--- config.mk ---
export PLATFORM = sky130hd
export DESIGN_NAME = av_switch_seq
export DESIGN_NICKNAME = d
export VERILOG_FILES = /design/src/rtl/av_switch_seq_pkg.sv /design/src/rtl/av_switch_seq_ms_timer.sv /design/src/rtl/av_switch_seq.sv
export SDC_FILE = /design/constraint.sdc
export NUM_CORES = 1
export LEC_CHECK = 0
export ABC_AREA = 1
export BUFFER_PORTS_ARGS = -buffer_cell sky130_fd_sc_hd__buf_2
export CAP_MARGIN = 5
export CORE_MARGIN = 1
export CORE_UTILIZATION = 50
export CTS_CLUSTER_SIZE = 24
export DETAILED_ROUTE_END_ITERATION = 10
export MAX_ROUTING_LAYER = met4
export PLACE_DENSITY = 0.65
export SLEW_MARGIN = 20
export SYNTH_ARGS = -nofsm -noshare
export SYNTH_HDL_FRONTEND = slang
export SYNTH_HIERARCHICAL = 1
export SYNTH_SLANG_ARGS = --single-unit
export TNS_END_PERCENT = 10
--- constraint.sdc ---
create_clock -name clk27 -period 4.4 [get_ports clk27]
set_clock_uncertainty 0.1 [all_clocks]
set_input_delay 0.44 -clock clk27 [delete_from_list [all_inputs] [get_ports clk27]]
set_output_delay 0.44 -clock clk27 [all_outputs]
set_load 0.05 [all_outputs]
--- src/rtl/av_switch_seq_pkg.sv ---
// Shared definitions for the HDMI TX source-switch sequencer and its timer.
package av_switch_seq_pkg;

  typedef enum logic [2:0] {
    ST_IDLE      = 3'd0,
    ST_MUTE_WAIT = 3'd1,
    ST_SWITCH    = 3'd2,
    ST_LOCK_WAIT = 3'd3,
    ST_SETTLE    = 3'd4,
    ST_UNBLANK   = 3'd5
  } seq_state_t;

  localparam logic SRC_VIDEOGEN = 1'b1;
  localparam logic SRC_SCANCONV = 1'b0;

  localparam int DEF_CLKS_PER_MS = 27000;

endpackage

--- src/rtl/av_switch_seq_ms_timer.sv ---
// Millisecond timeout timer: cycle divider feeding a saturating ms counter.
// Also reused by the LCD backlight timeout logic.
module ms_timer
  import av_switch_seq_pkg::*;
#(
  parameter int CLKS_PER_MS = DEF_CLKS_PER_MS,
  parameter int TIMEOUT_MS  = 100
) (
  input  logic clk27,
  input  logic reset_n,
  input  logic clr,
  output logic to_hit
);

  logic [14:0] cyc_cnt_r;
  logic [9:0]  ms_cnt_r;
  logic        ms_tick_s;

  assign ms_tick_s = (cyc_cnt_r == 15'(CLKS_PER_MS - 1));
  assign to_hit    = (ms_cnt_r == 10'(TIMEOUT_MS));

  // Divide clk27 down to ms ticks; the ms count holds once the limit is reached.
  always_ff @(posedge clk27 or negedge reset_n) begin
    if (!reset_n) begin
      cyc_cnt_r <= 15'd0;
      ms_cnt_r  <= 10'd0;
    end else if (clr) begin
      cyc_cnt_r <= 15'd0;
      ms_cnt_r  <= 10'd0;
    end else if (!to_hit) begin
      if (ms_tick_s) begin
        cyc_cnt_r <= 15'd0;
        ms_cnt_r  <= ms_cnt_r + 10'd1;
      end else begin
        cyc_cnt_r <= cyc_cnt_r + 15'd1;
      end
    end
  end

endmodule

--- src/rtl/av_switch_seq.sv ---
// Glitch-free HDMI TX source switch: blank at a frame edge, flip the mux,
// wait for lock and a few settled frames, then unblank.
module av_switch_seq
  import av_switch_seq_pkg::*;
#(
  parameter int CLKS_PER_MS   = DEF_CLKS_PER_MS,
  parameter int TIMEOUT_MS    = 100,
  parameter int SETTLE_FRAMES = 2
) (
  input  logic       clk27,
  input  logic       reset_n,
  input  logic       sel_req,
  input  logic       vs_out,
  input  logic       src_lock,
  input  logic       clr_flag,
  output logic       sel_out,
  output logic       blank,
  output logic       busy,
  output logic       timeout_flag,
  output logic [7:0] switch_cnt
);

  seq_state_t  state_r;
  logic        target_r;
  logic [3:0]  settle_cnt_r;
  logic        vs_meta_r, vs_sync_r, vs_prev_r;
  logic        lock_meta_r, lock_sync_r;
  logic        sel_out_r, blank_r, busy_r, timeout_flag_r;
  logic [7:0]  switch_cnt_r;
  logic        vs_rise_s, to_hit_s, settle_done_s, adv_s, to_set_s;

  assign sel_out      = sel_out_r;
  assign blank        = blank_r;
  assign busy         = busy_r;
  assign timeout_flag = timeout_flag_r;
  assign switch_cnt   = switch_cnt_r;

  assign vs_rise_s     = vs_sync_r & ~vs_prev_r;
  assign settle_done_s = vs_rise_s && (settle_cnt_r == 4'(SETTLE_FRAMES - 1));

  // Two-flop synchronizers for the async VSYNC and lock inputs, plus edge history.
  always_ff @(posedge clk27 or negedge reset_n) begin
    if (!reset_n) begin
      vs_meta_r   <= 1'b0;
      vs_sync_r   <= 1'b0;
      vs_prev_r   <= 1'b0;
      lock_meta_r <= 1'b0;
      lock_sync_r <= 1'b0;
    end else begin
      vs_meta_r   <= vs_out;
      vs_sync_r   <= vs_meta_r;
      vs_prev_r   <= vs_sync_r;
      lock_meta_r <= src_lock;
      lock_sync_r <= lock_meta_r;
    end
  end

  // Leave-state and timeout decisions; a real event in the same cycle beats to_hit.
  always_comb begin
    adv_s    = 1'b0;
    to_set_s = 1'b0;
    case (state_r)
      ST_IDLE:      adv_s = (sel_req != sel_out_r);
      ST_MUTE_WAIT: begin
        adv_s    = vs_rise_s | to_hit_s;
        to_set_s = to_hit_s & ~vs_rise_s;
      end
      ST_SWITCH:    adv_s = 1'b1;
      ST_LOCK_WAIT: begin
        adv_s    = lock_sync_r | to_hit_s;
        to_set_s = to_hit_s & ~lock_sync_r;
      end
      ST_SETTLE:    begin
        adv_s    = settle_done_s | to_hit_s;
        to_set_s = to_hit_s & ~settle_done_s;
      end
      ST_UNBLANK:   adv_s = 1'b1;
      default:      adv_s = 1'b1;
    endcase
  end

  // Timer restarts on every state entry.
  ms_timer #(
    .CLKS_PER_MS (CLKS_PER_MS),
    .TIMEOUT_MS  (TIMEOUT_MS)
  ) u_ms_timer (
    .clk27   (clk27),
    .reset_n (reset_n),
    .clr     (adv_s),
    .to_hit  (to_hit_s)
  );

  // Sticky timeout flag; a set in the same cycle as clr_flag wins.
  always_ff @(posedge clk27 or negedge reset_n) begin
    if (!reset_n) begin
      timeout_flag_r <= 1'b0;
    end else if (to_set_s) begin
      timeout_flag_r <= 1'b1;
    end else if (clr_flag) begin
      timeout_flag_r <= 1'b0;
    end
  end

  // Switch sequencer with registered mux select, blank, busy and switch count.
  always_ff @(posedge clk27 or negedge reset_n) begin
    if (!reset_n) begin
      state_r      <= ST_IDLE;
      target_r     <= SRC_VIDEOGEN;
      settle_cnt_r <= 4'd0;
      sel_out_r    <= SRC_VIDEOGEN;
      blank_r      <= 1'b0;
      busy_r       <= 1'b0;
      switch_cnt_r <= 8'd0;
    end else begin
      case (state_r)
        ST_IDLE: begin
          if (adv_s) begin
            target_r <= sel_req;
            blank_r  <= 1'b1;
            busy_r   <= 1'b1;
            state_r  <= ST_MUTE_WAIT;
          end
        end
        ST_MUTE_WAIT: begin
          if (adv_s) state_r <= ST_SWITCH;
        end
        ST_SWITCH: begin
          sel_out_r <= target_r;
          state_r   <= ST_LOCK_WAIT;
        end
        ST_LOCK_WAIT: begin
          if (adv_s) begin
            settle_cnt_r <= 4'd0;
            state_r      <= ST_SETTLE;
          end
        end
        ST_SETTLE: begin
          if (adv_s) begin
            state_r <= ST_UNBLANK;
          end else if (vs_rise_s) begin
            settle_cnt_r <= settle_cnt_r + 4'd1;
          end
        end
        ST_UNBLANK: begin
          blank_r      <= 1'b0;
          busy_r       <= 1'b0;
          switch_cnt_r <= switch_cnt_r + 8'd1;
          state_r      <= ST_IDLE;
        end
        default: begin
          blank_r <= 1'b0;
          busy_r  <= 1'b0;
          state_r <= ST_IDLE;
        end
      endcase
    end
  end

endmodule

### After elaboration in Yosys (flattened, before gate mapping)

Cells that the tools add are included.
Widths: inputs -> output; s select.

| cells by class | value |
|---|---|
| $add $sub $neg | 4 |
| equal/unequal tests | 16 |
| muxes and demuxes | 21 |
| bitwise operators | 12 |
| reductions and logical operators | 11 |

Operators with widths:

| operator | count |
|---|---|
| $mux 15 | 3 |
| $mux 10 | 3 |
| $add 15x1->15 const B | 1 |
| $eq 15x15->1 const B | 1 |
| $pmux 3 s5 | 1 |
| $mux 3 | 4 |
| $mux 4 | 3 |
| $ne 2x2->1 const B | 6 |
| $add 10x1->10 const B | 1 |
| $eq 10x7->1 const B | 1 |
| $add 8x1->8 const B | 1 |
| $pmux 4 s2 | 1 |
| $reduce_and 4->1 | 2 |
| $eq 3x2->1 const B | 2 |
| $eq 3x3->1 const B | 2 |
| $reduce_and 2->1 | 3 |
| $reduce_bool 2->1 | 3 |
| $not 1->1 | 5 |
| $add 4x1->4 const B | 1 |
| $and 1x1->1 | 4 |
| $eq 4x1->1 const B | 1 |
| $pmux 1 s4 | 1 |
| $reduce_or 4->1 | 1 |
| $eq 3x1->1 const B | 1 |
| other kinds (8) | 12 |

| storage, ports and cells | value |
|---|---|
| bits in registers | 49 |
| output and inout bits | 12 |
| logic and storage cells | 78 |

### Longest topological paths before layout

| depth | value |
|---|---|
| word-level depth | 7 |
| gate-level depth with buffers | 20 |
| mapped depth without buffers | 20 |

### Cells and area by module

Netlist, hierarchy kept.

By module, submodules not included:

| module | instances | cells each | area an instance (sq um) |
|---|---|---|---|
| ms_timer | 1 | 248 | 1761.7 |
| av_switch_seq | 1 | 125 | 1216.2 |

### Worst setup path before layout

Ideal clock, no wire load.

| timing path | value |
|---|---|
| path type | flip-flop to flip-flop |
| from | reg u_ms_timer.ms_cnt_r[0] |
| to | reg u_ms_timer.cyc_cnt_r[14] |
| library setup time | 0.069 ns |
| arrival time | 2.117 ns |
| path slack | 2.114 ns |
| stages on the path, launching flop included | 21 |
| period minus slack after synthesis | 2.286 ns |
| cells stage by stage | dfrtp_1 inv_1 ha_1 nand2_1 nor2_4 nand3_1 inv_1 inv_1 nand2_1 inv_1 nand3_4 nand2_4 nand2_2 inv_2 nand2_2 inv_2 nand4_4 nand2_4 buf_12 nand2_2 nor2_2 |

| on the way | value |
|---|---|
| cells in the longest elaborated chain, start to end | 4 |

Ends and longest elaborated chain:

| item | line | text |
|---|---|---|
| start, declared | av_switch_seq_ms_timer.sv:16 | `logic [9:0] ms_cnt_r;` |
| start signal, assigned | av_switch_seq_ms_timer.sv:33 | `ms_cnt_r <= ms_cnt_r + 10'd1;` |
| $eq 10x7->1 (*) | av_switch_seq_ms_timer.sv:20 | `assign to_hit = (ms_cnt_r == 10'(TIMEOUT_MS));` |
| via to_hit_s | av_switch_seq.sv:30 | `logic vs_rise_s, to_hit_s, settle_done_s, adv_s, to_set_s;` |
| $or 1x1->1 (on tied branches) | av_switch_seq.sv:74, av_switch_seq.sv:65, av_switch_seq.sv:70 |  |
| $pmux 1 s4 (*) | av_switch_seq.sv:62 | `case (state_r)` |
| via adv_s | av_switch_seq.sv:30 |  |
| $ne 2x1->1 (no source line) or $mux 15 (tied branches) | -- |  |
| end signal, assigned | av_switch_seq_ms_timer.sv:35 | `cyc_cnt_r <= cyc_cnt_r + 15'd1;` |
| end, declared | av_switch_seq_ms_timer.sv:15 | `logic [14:0] cyc_cnt_r;` |

Mark *: on every way through the listed nets, which the timed path passes. The rest lies on a longest branch.
A chain may end at the register's enable or synchronous reset.

### Worst setup path in the final report

| timing path | value |
|---|---|
| from | reg u_ms_timer.ms_cnt_r[0] |
| to | reg u_ms_timer.ms_cnt_r[6] |

| on the way | value |
|---|---|
| cells in the longest elaborated chain, start to end | 5 |

Ends and longest elaborated chain:

| item | line |
|---|---|
| $eq 10x7->1 (*) | av_switch_seq_ms_timer.sv:20 |
| via to_hit_s | av_switch_seq.sv:30 |
| $or 1x1->1 (on tied branches) | av_switch_seq.sv:74, av_switch_seq.sv:65, av_switch_seq.sv:70 |
| $pmux 1 s4 (*) | av_switch_seq.sv:62 |
| via adv_s | av_switch_seq.sv:30 |
| $ne 2x1->1 (no source line) or $reduce_bool 2->1 (tied branches) | -- |
| $reduce_and 2->1 (no source line) | -- |

Mark *: on every way through the listed nets, which the timed path passes. The rest lies on a longest branch. The select of a mux whose other input is x is not followed.

==> impl_metrics.ini <==
[cts]
cts_buffer_depth = 2
numCtsBuffers = 5
path_clk_slew_ns = 0.09
postCtsSetupBuffers = 0
h-tree-depth = 2
cts_sinks = 49
post_cts_resize_count = 0
insertion_delay_ns = 0.29
root_buffer = clkbuf_8
cts_tree = done
cts_hold_buf = 0

[sta]
relSlewSlack = 0.639
slew_viol_final = 0
rsz0062_at_grt = no
fin_crit_ns = 2.83
max_freq_ghz = 0.353
fin_tns_setup_ns = 0
setup_slack_ns = 1.57
finalCritPeriodShare = 0.644
worst_pin_slew_ns = 0.541
hold_violations = 0
setup_viol = 0

[critical_path]
setup.worst_path.end = u_ms_timer/ms_cnt_r[6]
crit_path_end_kind = flop
r2r_start = u_ms_timer/ms_cnt_r[0]
cp_num_buf_inv = 6
required_ns = 4.46
crit_arrival_ns = 2.89
critPathMaxFanout = 28
startpoint_type = flop
cp-startpoint = u_ms_timer/ms_cnt_r[0]
critical_path_depth = 18
r2r-end = u_ms_timer/ms_cnt_r[6]
r2r_slack_ns = 1.57
worstRegToRegCells = 18
max_stage_delay_ns = 0.40
cpMostUsedCell = inv_1
cp_cell_sequence = inv_1, ha_1, nand2_1, nor2_4, nand3_1, inv_1, inv_1, nand2_1, inv_1, nand3_4, nand2_4, nand2_2, inv_2, nand2_2, inv_2, nand4_4, nand2_4, o21ai_0
crit_family = simple AND/OR/NAND/NOR gates
critPathKind = flop to flop
cp_slowest_cell = dfrtp_1

[power_and_ir_drop]
internal-power_mw = 0.833
switching_share = 0.472
clock_power_share = 0.175
ir_drop_uv = 408
p_seq_frac = 0.379
p_sw_mw = 0.744
combinationalPowerShare = 0.446
power.density_mw_per_mm2 = 491
p_leak_nw = 1.58

[synth]
synth-seq-area-share = 0.413
syn_area_mm2 = 0.00298
synth_edf_count = 0
synth_seq_cells = 49
synth_top_area_share = 0.395
syn_nets = 385
yosysTopAreaCell = dfrtp_1
synthFlopType = dfrtp_1
synthDistinctLibCells = 38
yosysWarnings = 6
synthArstFlopShare = 1.00
netlist_instances = 373
avgSynthCellArea_um2 = 7.98
synth.area.top_cells = dfrtp_1, nand2_1, nand3_1, nor2_1, inv_1

[global_route]
grt_max_degree = 29
gr-total-overflow = 0
grt_pass1_vias = 2296
antenna_found_initial = 0
grt_pass1_wl_um = 10100
grt_usage = 0.203

[floorplan]
die_x_um = 79.2
die_h_um = 79.2
die-area_mm2 = 0.00627
io_pins = 18
initial_core_util = 0.531
coreArea_mm2 = 0.00561
fp-row-count = 27

[job]
drv_cap = 0

[run_status]
run_status = complete, no violations

[route]
drt-initial-drc-count = 81
ant_nets = 0
via_count = 2333
routed_wl_um = 5410
viasPerCell = 5.01
post_drt_wl_per_cell_um = 11.6
first_pass_iters = 4
drc = 0

[place]
place_ws_ns = 1.58
io_buffers = 17
place_congestion = 0.856
place_hpwl_um = 4030

[final_layout]
drive_gt1_frac = 0.241
diodes = 0
nets = 405
finish.utilization = 0.573
fillers = 526
synthToLayoutAreaGrowth_pct = 7.86

[worst_hold_path]
hold_class = input pin to asynchronous set/reset pin
==> through the flow <==
| stage | area, µm² | hold WS, ns | total power, mW | std cells |
|---|---|---|---|---|
| 2_1_floorplan | 2980 | 0.0444 | 1.25 | 373 |
| 3_3_place_gp | 3100 | 0.232 | 1.29 | 457 |
| 3_5_place_dp | 3120 | 0.245 | 1.31 | 458 |
| 4_1_cts | 3210 | 0.0296 | 1.60 | 466 |
| 5_1_grt | 3210 | 0.0506 | 1.69 | 466 |
| 6_report | 3210 | 0.0170 | 1.58 | 466 |
==> synthesized netlist by cell type (4+ instances only) <==
library cell	instances
dfrtp_1	47
ha_1	6
inv_1	34
inv_2	12
nand2_1	97
nand2_2	17
nand2_4	4
nand3_1	31
nand4_1	14
nor2_1	36
nor2_2	12
nor3_1	4
o21ai_0	10
o21ai_2	9
xor2_1	12
==> state kept, by name, summed over array words and instances, names as in the netlist <==
register	flops
busy	1
lock_meta_r	1
lock_sync_r	1
sel_out	1
settle_cnt_r	4
state_r	3
switch_cnt	8
target_r	1
timeout_flag	1
u_ms_timer/cyc_cnt_r	15
u_ms_timer/ms_cnt_r	10
vs_meta_r	1
vs_prev_r	1
vs_sync_r	1
==> final cells by class <==
type	count	area (µm²)	share of cell area
clock inverters	2	13.8	0.00429
inverters	47	178	0.0553
multi-input cells	272	1510	0.471
well taps	72	90.1	0.0280
clock buffers	6	82.6	0.0257
flip-flops and latches	49	1230	0.383
repair buffers	18	105	0.0327
==> layout by cell type (no fill, tap or decap), types with 6 or more instances in the layout <==
master	Yosys	routed
buf_2	0	17
clkbuf_8	0	6
dfrtp_1	47	47
ha_1	6	6
inv_1	34	34
inv_2	12	12
nand2_1	97	97
nand2_2	17	17
nand3_1	31	31
nand4_1	14	14
nor2_1	36	36
nor2_2	12	12
o21ai_0	10	10
o21ai_2	9	9
xor2_1	12	12
==> power groups by stage <==
stage                     combinational, mW  clock, mW  sequential [mW]
after floorplan                       0.597          0            0.655
after global placement                0.690          0            0.604
after detailed placement              0.704          0            0.606
after CTS                             0.710      0.292            0.596
after global routing                  0.776      0.311            0.607
final                                 0.703      0.277            0.598
==> metal layers <==
layer / GRT usage / part of all wire / vias to the layer above
li1: - / - / 1224
met1: 0.265 / 0.50 / 1072
met2: 0.334 / 0.46 / 33
met3: 0.0276 / 0.033 / 4
met4: 0.0473 / 0.0074 / 0
met5: - / 0 / -
==> cell families (layout without fill, tap and decap cells) <==
kind of cell             count (synthesis)  in the layout  synth area share
AO/OA/AOI/OAI                           26             26            0.0630
flip-flops                              49             49             0.413
XOR/XNOR                                14             14            0.0412
AND/OR/NAND/NOR                        226            226             0.379
buffers and inverters                   52             73            0.0790
adder cells (fa/ha/maj)                  6              6            0.0252
==> worst min path at each step <==
stage,slack (ns),depth (start not counted),endpoint,start
global route,0.05,1,settle_cnt_r[2],reset_n
detailed placement,0.25,0,vs_sync_r,vs_meta_r
finish,0.02,1,settle_cnt_r[2],reset_n
floorplan,0.04,0,busy,reset_n
CTS,0.03,1,settle_cnt_r[2],reset_n
global placement,0.23,0,vs_sync_r,vs_meta_r
(Power assumes the default switching activity.)
